==> config.mk <==
export PLATFORM = sky130hd
export DESIGN_NAME = sdram_pattern_engine
export DESIGN_NICKNAME = d
export VERILOG_FILES = /design/src/rtl/sdram_pattern_engine_pkg.sv /design/src/rtl/sdram_pattern_checker.sv /design/src/rtl/sdram_pattern_engine.sv
export SDC_FILE = /design/constraint.sdc
export NUM_CORES = 1
export LEC_CHECK = 0
export ABC_AREA = 1
export CAP_MARGIN = 10
export CELL_PAD_IN_SITES_DETAIL_PLACEMENT = 1
export CELL_PAD_IN_SITES_GLOBAL_PLACEMENT = 1
export CORE_MARGIN = 2
export CORE_UTILIZATION = 36
export DETAILED_ROUTE_END_ITERATION = 7
export PLACE_DENSITY = 0.82
export SYNTH_ARGS = -nofsm -noshare
export SYNTH_HDL_FRONTEND = slang
export SYNTH_SLANG_ARGS = --single-unit
export TNS_END_PERCENT = 5
==> constraint.sdc <==
create_clock -name clk -period 1.95 [get_ports clk]
set_input_delay 0.39 -clock clk [delete_from_list [all_inputs] [get_ports clk]]
set_output_delay 0.39 -clock clk [all_outputs]
set_load 0.01 [all_outputs]
==> src/rtl/sdram_pattern_engine_pkg.sv <==
`default_nettype none
// ============================================================================
// Module      : sdram_pattern_engine_pkg
// Description : Shared state encoding and pattern generator for the SDRAM
//               pattern engine and its checker.
// Revision    : 1.0 - initial release
// ============================================================================
package sdram_pattern_engine_pkg;

    // Run sequencer states; 3 bits covers the five states.
    typedef enum logic [2:0] {
        IDLE      = 3'd0,
        WRITE     = 3'd1,
        READ_REQ  = 3'd2,
        READ_WAIT = 3'd3,
        DONE      = 3'd4
    } state_t;

    // Word i of the test region carries seed + i; callers truncate to the
    // data width, which yields the modulo-2^DATA_W wrap.
    function automatic logic [63:0] pat(input logic [63:0] seed,
                                        input logic [63:0] index);
        return seed + index;
    endfunction

endpackage
`default_nettype wire

==> src/rtl/sdram_pattern_checker.sv <==
`default_nettype none
// ============================================================================
// Module      : sdram_pattern_checker
// Description : Compares returned read data with the expected pattern word,
//               keeps a saturating mismatch count and captures the address
//               of the first mismatch of a run.
// Revision    : 1.0 - initial release
// ============================================================================
module sdram_pattern_checker #(
    parameter int ADDR_W    = 22,
    parameter int DATA_W    = 16,
    parameter int ERR_W     = 16,
    parameter int BASE_ADDR = 0
) (
    input  logic              clk,
    input  logic              reset_n,
    input  logic              clear,
    input  logic              check_en,
    input  logic [DATA_W-1:0] readdata,
    input  logic [DATA_W-1:0] expected,
    input  logic [ADDR_W-1:0] cur_addr,
    output logic              mismatch,
    output logic [ERR_W-1:0]  error_count,
    output logic [ADDR_W-1:0] first_fail_addr
);

    localparam logic [ADDR_W-1:0] BASE = ADDR_W'(BASE_ADDR);

    // Flagged only for a word actually being checked this cycle.
    assign mismatch = check_en && (readdata != expected);

    // Saturating error counter and first-fail address capture.
    always_ff @(posedge clk or negedge reset_n) begin
        if (!reset_n) begin
            error_count     <= '0;
            first_fail_addr <= BASE;
        end else if (clear) begin
            error_count     <= '0;
            first_fail_addr <= BASE;
        end else if (mismatch) begin
            if (error_count != '1) begin
                error_count <= error_count + 1'b1;
            end
            // A zero count means this is the first mismatch of the run.
            if (error_count == '0) begin
                first_fail_addr <= cur_addr;
            end
        end
    end

endmodule
`default_nettype wire

==> src/rtl/sdram_pattern_engine.sv <==
`default_nettype none
// ============================================================================
// Module      : sdram_pattern_engine
// Description : On a rising edge of start, fills an SDRAM region with a
//               seed+index pattern through an Avalon-MM master, reads it back
//               one word at a time and reports done/pass/error statistics.
// Revision    : 1.0 - initial release
// ============================================================================
module sdram_pattern_engine
    import sdram_pattern_engine_pkg::*;
#(
    parameter int          ADDR_W    = 22,
    parameter int          DATA_W    = 16,
    parameter int          BASE_ADDR = 0,
    parameter int          NUM_WORDS = 1024,
    parameter int unsigned SEED      = 16'hA5A5,
    parameter int          ERR_W     = 16
) (
    input  logic              clk,
    input  logic              reset_n,
    input  logic              start,
    output logic              busy,
    output logic              done,
    output logic              pass,
    output logic [ERR_W-1:0]  error_count,
    output logic [ADDR_W-1:0] first_fail_addr,
    output logic [ADDR_W-1:0] avm_address,
    output logic              avm_write,
    output logic [DATA_W-1:0] avm_writedata,
    output logic              avm_read,
    input  logic [DATA_W-1:0] avm_readdata,
    input  logic              avm_readdatavalid,
    input  logic              avm_waitrequest
);

    localparam logic [ADDR_W-1:0] BASE     = ADDR_W'(BASE_ADDR);
    localparam logic [ADDR_W-1:0] LAST_IDX = ADDR_W'(NUM_WORDS - 1);
    localparam logic [DATA_W-1:0] SEED_W   = DATA_W'(SEED);

    state_t            state, state_nxt;
    logic              start_q;
    logic [ADDR_W-1:0] index, index_nxt;
    logic [ADDR_W-1:0] address_nxt;
    logic [DATA_W-1:0] writedata_nxt;
    logic              write_nxt, read_nxt;
    logic              done_nxt, pass_nxt;
    logic              rise;
    logic              clear;
    logic              check_en;
    logic              mismatch;
    logic [DATA_W-1:0] expected;

    assign rise     = start & ~start_q;
    assign busy     = (state == WRITE) || (state == READ_REQ) || (state == READ_WAIT);
    assign expected = DATA_W'(pat(64'(SEED), 64'(index)));

    // State and registered Avalon/status outputs.
    always_ff @(posedge clk or negedge reset_n) begin
        if (!reset_n) begin
            state         <= IDLE;
            start_q       <= 1'b0;
            index         <= '0;
            avm_address   <= BASE;
            avm_writedata <= '0;
            avm_write     <= 1'b0;
            avm_read      <= 1'b0;
            done          <= 1'b0;
            pass          <= 1'b0;
        end else begin
            state         <= state_nxt;
            start_q       <= start;
            index         <= index_nxt;
            avm_address   <= address_nxt;
            avm_writedata <= writedata_nxt;
            avm_write     <= write_nxt;
            avm_read      <= read_nxt;
            done          <= done_nxt;
            pass          <= pass_nxt;
        end
    end

    // Next-state and next-output decode for the fill/read-back sequence.
    always_comb begin
        state_nxt     = state;
        index_nxt     = index;
        address_nxt   = avm_address;
        writedata_nxt = avm_writedata;
        write_nxt     = avm_write;
        read_nxt      = avm_read;
        done_nxt      = done;
        pass_nxt      = pass;
        clear         = 1'b0;
        check_en      = 1'b0;

        case (state)
            IDLE: begin
                if (rise) begin
                    state_nxt     = WRITE;
                    index_nxt     = '0;
                    clear         = 1'b1;
                    done_nxt      = 1'b0;
                    pass_nxt      = 1'b0;
                    write_nxt     = 1'b1;
                    address_nxt   = BASE;
                    writedata_nxt = SEED_W;
                end
            end

            WRITE: begin
                if (!avm_waitrequest) begin
                    if (index == LAST_IDX) begin
                        state_nxt   = READ_REQ;
                        index_nxt   = '0;
                        write_nxt   = 1'b0;
                        read_nxt    = 1'b1;
                        address_nxt = BASE;
                    end else begin
                        // Next word presented straight away: no bubble.
                        index_nxt     = index + 1'b1;
                        address_nxt   = BASE + index + 1'b1;
                        writedata_nxt = DATA_W'(pat(64'(SEED), 64'(index) + 64'd1));
                    end
                end
            end

            READ_REQ: begin
                if (!avm_waitrequest) begin
                    state_nxt = READ_WAIT;
                    read_nxt  = 1'b0;
                end
            end

            READ_WAIT: begin
                if (avm_readdatavalid) begin
                    check_en = 1'b1;
                    if (index == LAST_IDX) begin
                        state_nxt = DONE;
                        done_nxt  = 1'b1;
                        // Count is pre-update, so fold in this word's result.
                        pass_nxt  = (error_count == '0) && !mismatch;
                    end else begin
                        state_nxt   = READ_REQ;
                        index_nxt   = index + 1'b1;
                        read_nxt    = 1'b1;
                        address_nxt = avm_address + 1'b1;
                    end
                end
            end

            DONE: begin
                if (!start) begin
                    state_nxt = IDLE;
                end
            end

            default: begin
                state_nxt = IDLE;
                write_nxt = 1'b0;
                read_nxt  = 1'b0;
            end
        endcase
    end

    sdram_pattern_checker #(
        .ADDR_W    (ADDR_W),
        .DATA_W    (DATA_W),
        .ERR_W     (ERR_W),
        .BASE_ADDR (BASE_ADDR)
    ) u_checker (
        .clk             (clk),
        .reset_n         (reset_n),
        .clear           (clear),
        .check_en        (check_en),
        .readdata        (avm_readdata),
        .expected        (expected),
        .cur_addr        (avm_address),
        .mismatch        (mismatch),
        .error_count     (error_count),
        .first_fail_addr (first_fail_addr)
    );

endmodule
`default_nettype wire

==> reports/results.tsv, run 1 <==
metric	value	unit
routed vias	8705	
crit-path cells	ha_4 -> inv_2 -> nand2_1 -> nand2_1 -> nor2_2 -> inv_1 -> nor2_1 -> nand3b_1 -> nor2_2 -> nand3_2 -> nor2_4 -> nand3_4 -> buf_4 -> nand3_4 -> nand3_1 -> nand2_1	
clk slew on worst S/H paths	0.08	ns
Async SR Flop Fraction	1.000	
GR Overflow Total	0	
final hold violation count	0	
Worst Path Max Fanout	8	
Crit path required time	2.25	ns
Core ar.	20170	µm²
Netlist Area Pre-Place	7360	µm²
Worst Hold Class	primary input to async pin	
io pins	102	
Crit Path Class	flop to flop	
Final min period	2.532	ns
die area	21600	µm²
non-filler cells, final	1571	
RSZ-0062 raised after global routing	true	
final hold slack	0.02785	ns
post-synthesis sequential area ratio	0.3604	
DP HPWL	21900	µm
Layout area overhead	46.67	%
fillers	2496	
Max VDD drop	0.0008051	V
Static Leak	5.198	nW
Pwr Density	915.3	nW/µm²
clock tree from TritonCTS	done	
Top FF cell, synth	dfrtp_1	
insertion delay to the later sink of the worst-skew pair	0.37	ns
clk sink count	106	
Slew @ Worst Pin	0.5793	ns
Final setup violation count	105	
DRC viols	0	
failing checks	setup timing	
r2r worst-path depth	16	
via density per instance	5.541	
Critical Path Sink Type	flop	
Setup WS post-layout	-0.5825	ns
Max Buffers Root-to-Sink	2	
Mean Syn Cell Area	7.124	µm²
First DRT Iteration DRCs	545	
vias in the first global route	9071	
Max Clock Freq	394.9	MHz
Post-synth EDFFs	0	
cells after synthesis	1033	
initial antenna violation count	0	
htree depth	3	
Overall Global Routing Usage	0.2809	
final wirelength	32330	µm
Final GP Congestion	0.8776	
n_diodes	0	
launching point of the worst reg2reg path	index[1]$_DFFE_PN0P_	
largest net degree at the start of global routing	40	
Rel. slew slack	0.6138	
skew final	0.01292	ns
Netlist cell types	51	
Slowest-stage cell, CP	dfrtp_2	
Initial Util	0.3649	
critical path launch point type	flop	
final net count	1324	
First-pass DRT Iterations	5	
proportion of layout cells with a drive suffix above 1	0.2690	
Routed Antenna Nets	0	
commonest non-fill, non-tap cell in the layout	nand2_1	
total power	0.009880	W
row count	52	
crit-path most repeated cell	nand2_1	
status	finished, violations left	
chip height	147.0	µm
Arr. time, crit path	2.83	ns
Slew Viols, Final	0	
wire per inst	20.58	µm
setup TNS	-40.66	ns
die width	147.0	µm
cts bufs inserted	9	
max incr delay on CP	0.47	ns
most frequent cells in the layout	nand2_1, buf_4, nand3_1, dfrtp_1, inv_1	
placed cells	1549	
max_cap viols	0	
root buffer cell	clkbuf_16	
internal reg-to-reg setup slack	-0.58	ns
Port-buffer cells	101	
first-pass GRT wire length	48310	µm
endpoint of the worst-slack reg-to-reg timing path	u_checker.error_count[15]$_DFFE_PN0P_	
total number of yosys warnings	0	
Final Core Density	0.5352	
post-synthesis register bit count	106	
Synth Net Count	1061	
period utilization	1.299	
## critical path, delay by kind of cell (launching register included)
| family | cells | cell delay, ns |
|---|---|---|
| AND/OR/NAND/NOR | 12 | 1.41 |
| flip-flops | 1 | 0.47 |
| adder cells (fa/ha/maj) | 1 | 0.29 |
| buffers and inverters | 3 | 0.28 |
## Yosys cell counts, drive strengths merged (8+ instances only)
| cell type | n | area (µm²) |
|---|---|---|
| a21oi | 21 | 127.6 |
| buf | 33 | 234.0 |
| clkbuf | 11 | 41.29 |
| dfrtp | 106 | 2653 |
| inv | 119 | 454.2 |
| nand2 | 300 | 1149 |
| nand3 | 120 | 635.6 |
| nand4 | 42 | 269.0 |
| nor2 | 96 | 422.9 |
| nor3 | 16 | 85.08 |
| nor4 | 8 | 50.05 |
| o21ai | 55 | 286.5 |
| o22ai | 26 | 281.5 |
| xor2 | 32 | 280.3 |
## registers in the layout (all words and copies together) (netlist names)
name,flops
avm_write,1
done,1
start_q,1
u_checker.first_fail_addr,22
index,22
avm_address,22
state,3
u_checker.error_count,16
avm_writedata,16
pass,1
avm_read,1
## cells by family (layout without fill, tap and decap cells)
| kind of cell | after synthesis | in the layout | synth area share |
|---|---|---|---|
| simple gates | 597 | 598 | 0.3691 |
| buf+inv | 165 | 432 | 0.1001 |
| compound gates | 123 | 123 | 0.1168 |
| flops | 106 | 106 | 0.3604 |
| xor+xnor | 35 | 35 | 0.04165 |
| fa+ha+maj | 7 | 7 | 0.01190 |
## routing by layer
layer / vias up / part of all wire / track usage
li1: 3924 / - / -
met1: 4345 / 0.41 / 0.3575
met2: 328 / 0.50 / 0.4913
met3: 108 / 0.058 / 0.04161
met4: 0 / 0.041 / 0.09279
met5: - / 0 / 0
## area by class of cell
cell class,count,area (µm²),area share
multi-input cells,763,4324,0.4006
flip-flops and latches,106,2659,0.2463
repair buffers,295,2659,0.2463
inverters,121,464.2,0.04300
well taps,270,337.8,0.03130
clock buffers,10,239.0,0.02214
clock inverters,6,111.4,0.01032
## metrics by stage
stage / area, µm² / setup slack (ns)
6_report: 10790 / -0.5825
5_1_grt: 10790 / -0.6347
4_1_cts: 10620 / -0.5002
3_5_place_dp: 9970 / -0.7697
3_3_place_gp: 9970 / -0.6844
2_1_floorplan: 7373 / -0.1563
## worst max path at each step
stage | start | to | slack, ns | cells past startpoint
global route | index[1]$_DFFE_PN0P_ | u_checker.error_count[15]$_DFFE_PN0P_ | -0.63 | 16
CTS | index[1]$_DFFE_PN0P_ | u_checker.first_fail_addr[11]$_DFFE_PN0P_ | -0.50 | 18
floorplan | index[2]$_DFFE_PN0P_ | u_checker.error_count[15]$_DFFE_PN0P_ | -0.16 | 15
detailed placement | avm_readdata[0] | u_checker.error_count[5]$_DFFE_PN0P_ | -0.77 | 15
global placement | avm_readdata[0] | u_checker.error_count[2]$_DFFE_PN0P_ | -0.68 | 15
finish | index[1]$_DFFE_PN0P_ | u_checker.error_count[15]$_DFFE_PN0P_ | -0.58 | 16
## timing repair
action	in CTS	in global routing
resized for setup	58	42
setup buffers	3	0
hold buffers	0	0
pin swaps	15	31
endpoints found under the setup margin	107	105
cloned	2	1
## power by group
group          switching (W)  internal, W  leakage (nW)  total, W
Clock               0.000900      0.00129         0.169   0.00219
Combinational        0.00309      0.00194          3.60   0.00503
Sequential          0.000198      0.00246          1.43   0.00266
Total                0.00419      0.00569          5.20   0.00988
No activity file was read; power rests on OpenSTA's default activity.
==> run 2: changes to the inputs <==
--- a/config.mk
+++ b/config.mk
@@ -6,7 +6,6 @@
 export NUM_CORES = 1
 export LEC_CHECK = 0
 export ABC_AREA = 1
-export CAP_MARGIN = 10
 export CELL_PAD_IN_SITES_DETAIL_PLACEMENT = 1
 export CELL_PAD_IN_SITES_GLOBAL_PLACEMENT = 1
 export CORE_MARGIN = 2
==> results of run 2 <==
The final DEF is identical to that of run 1; final timing and power are the same.
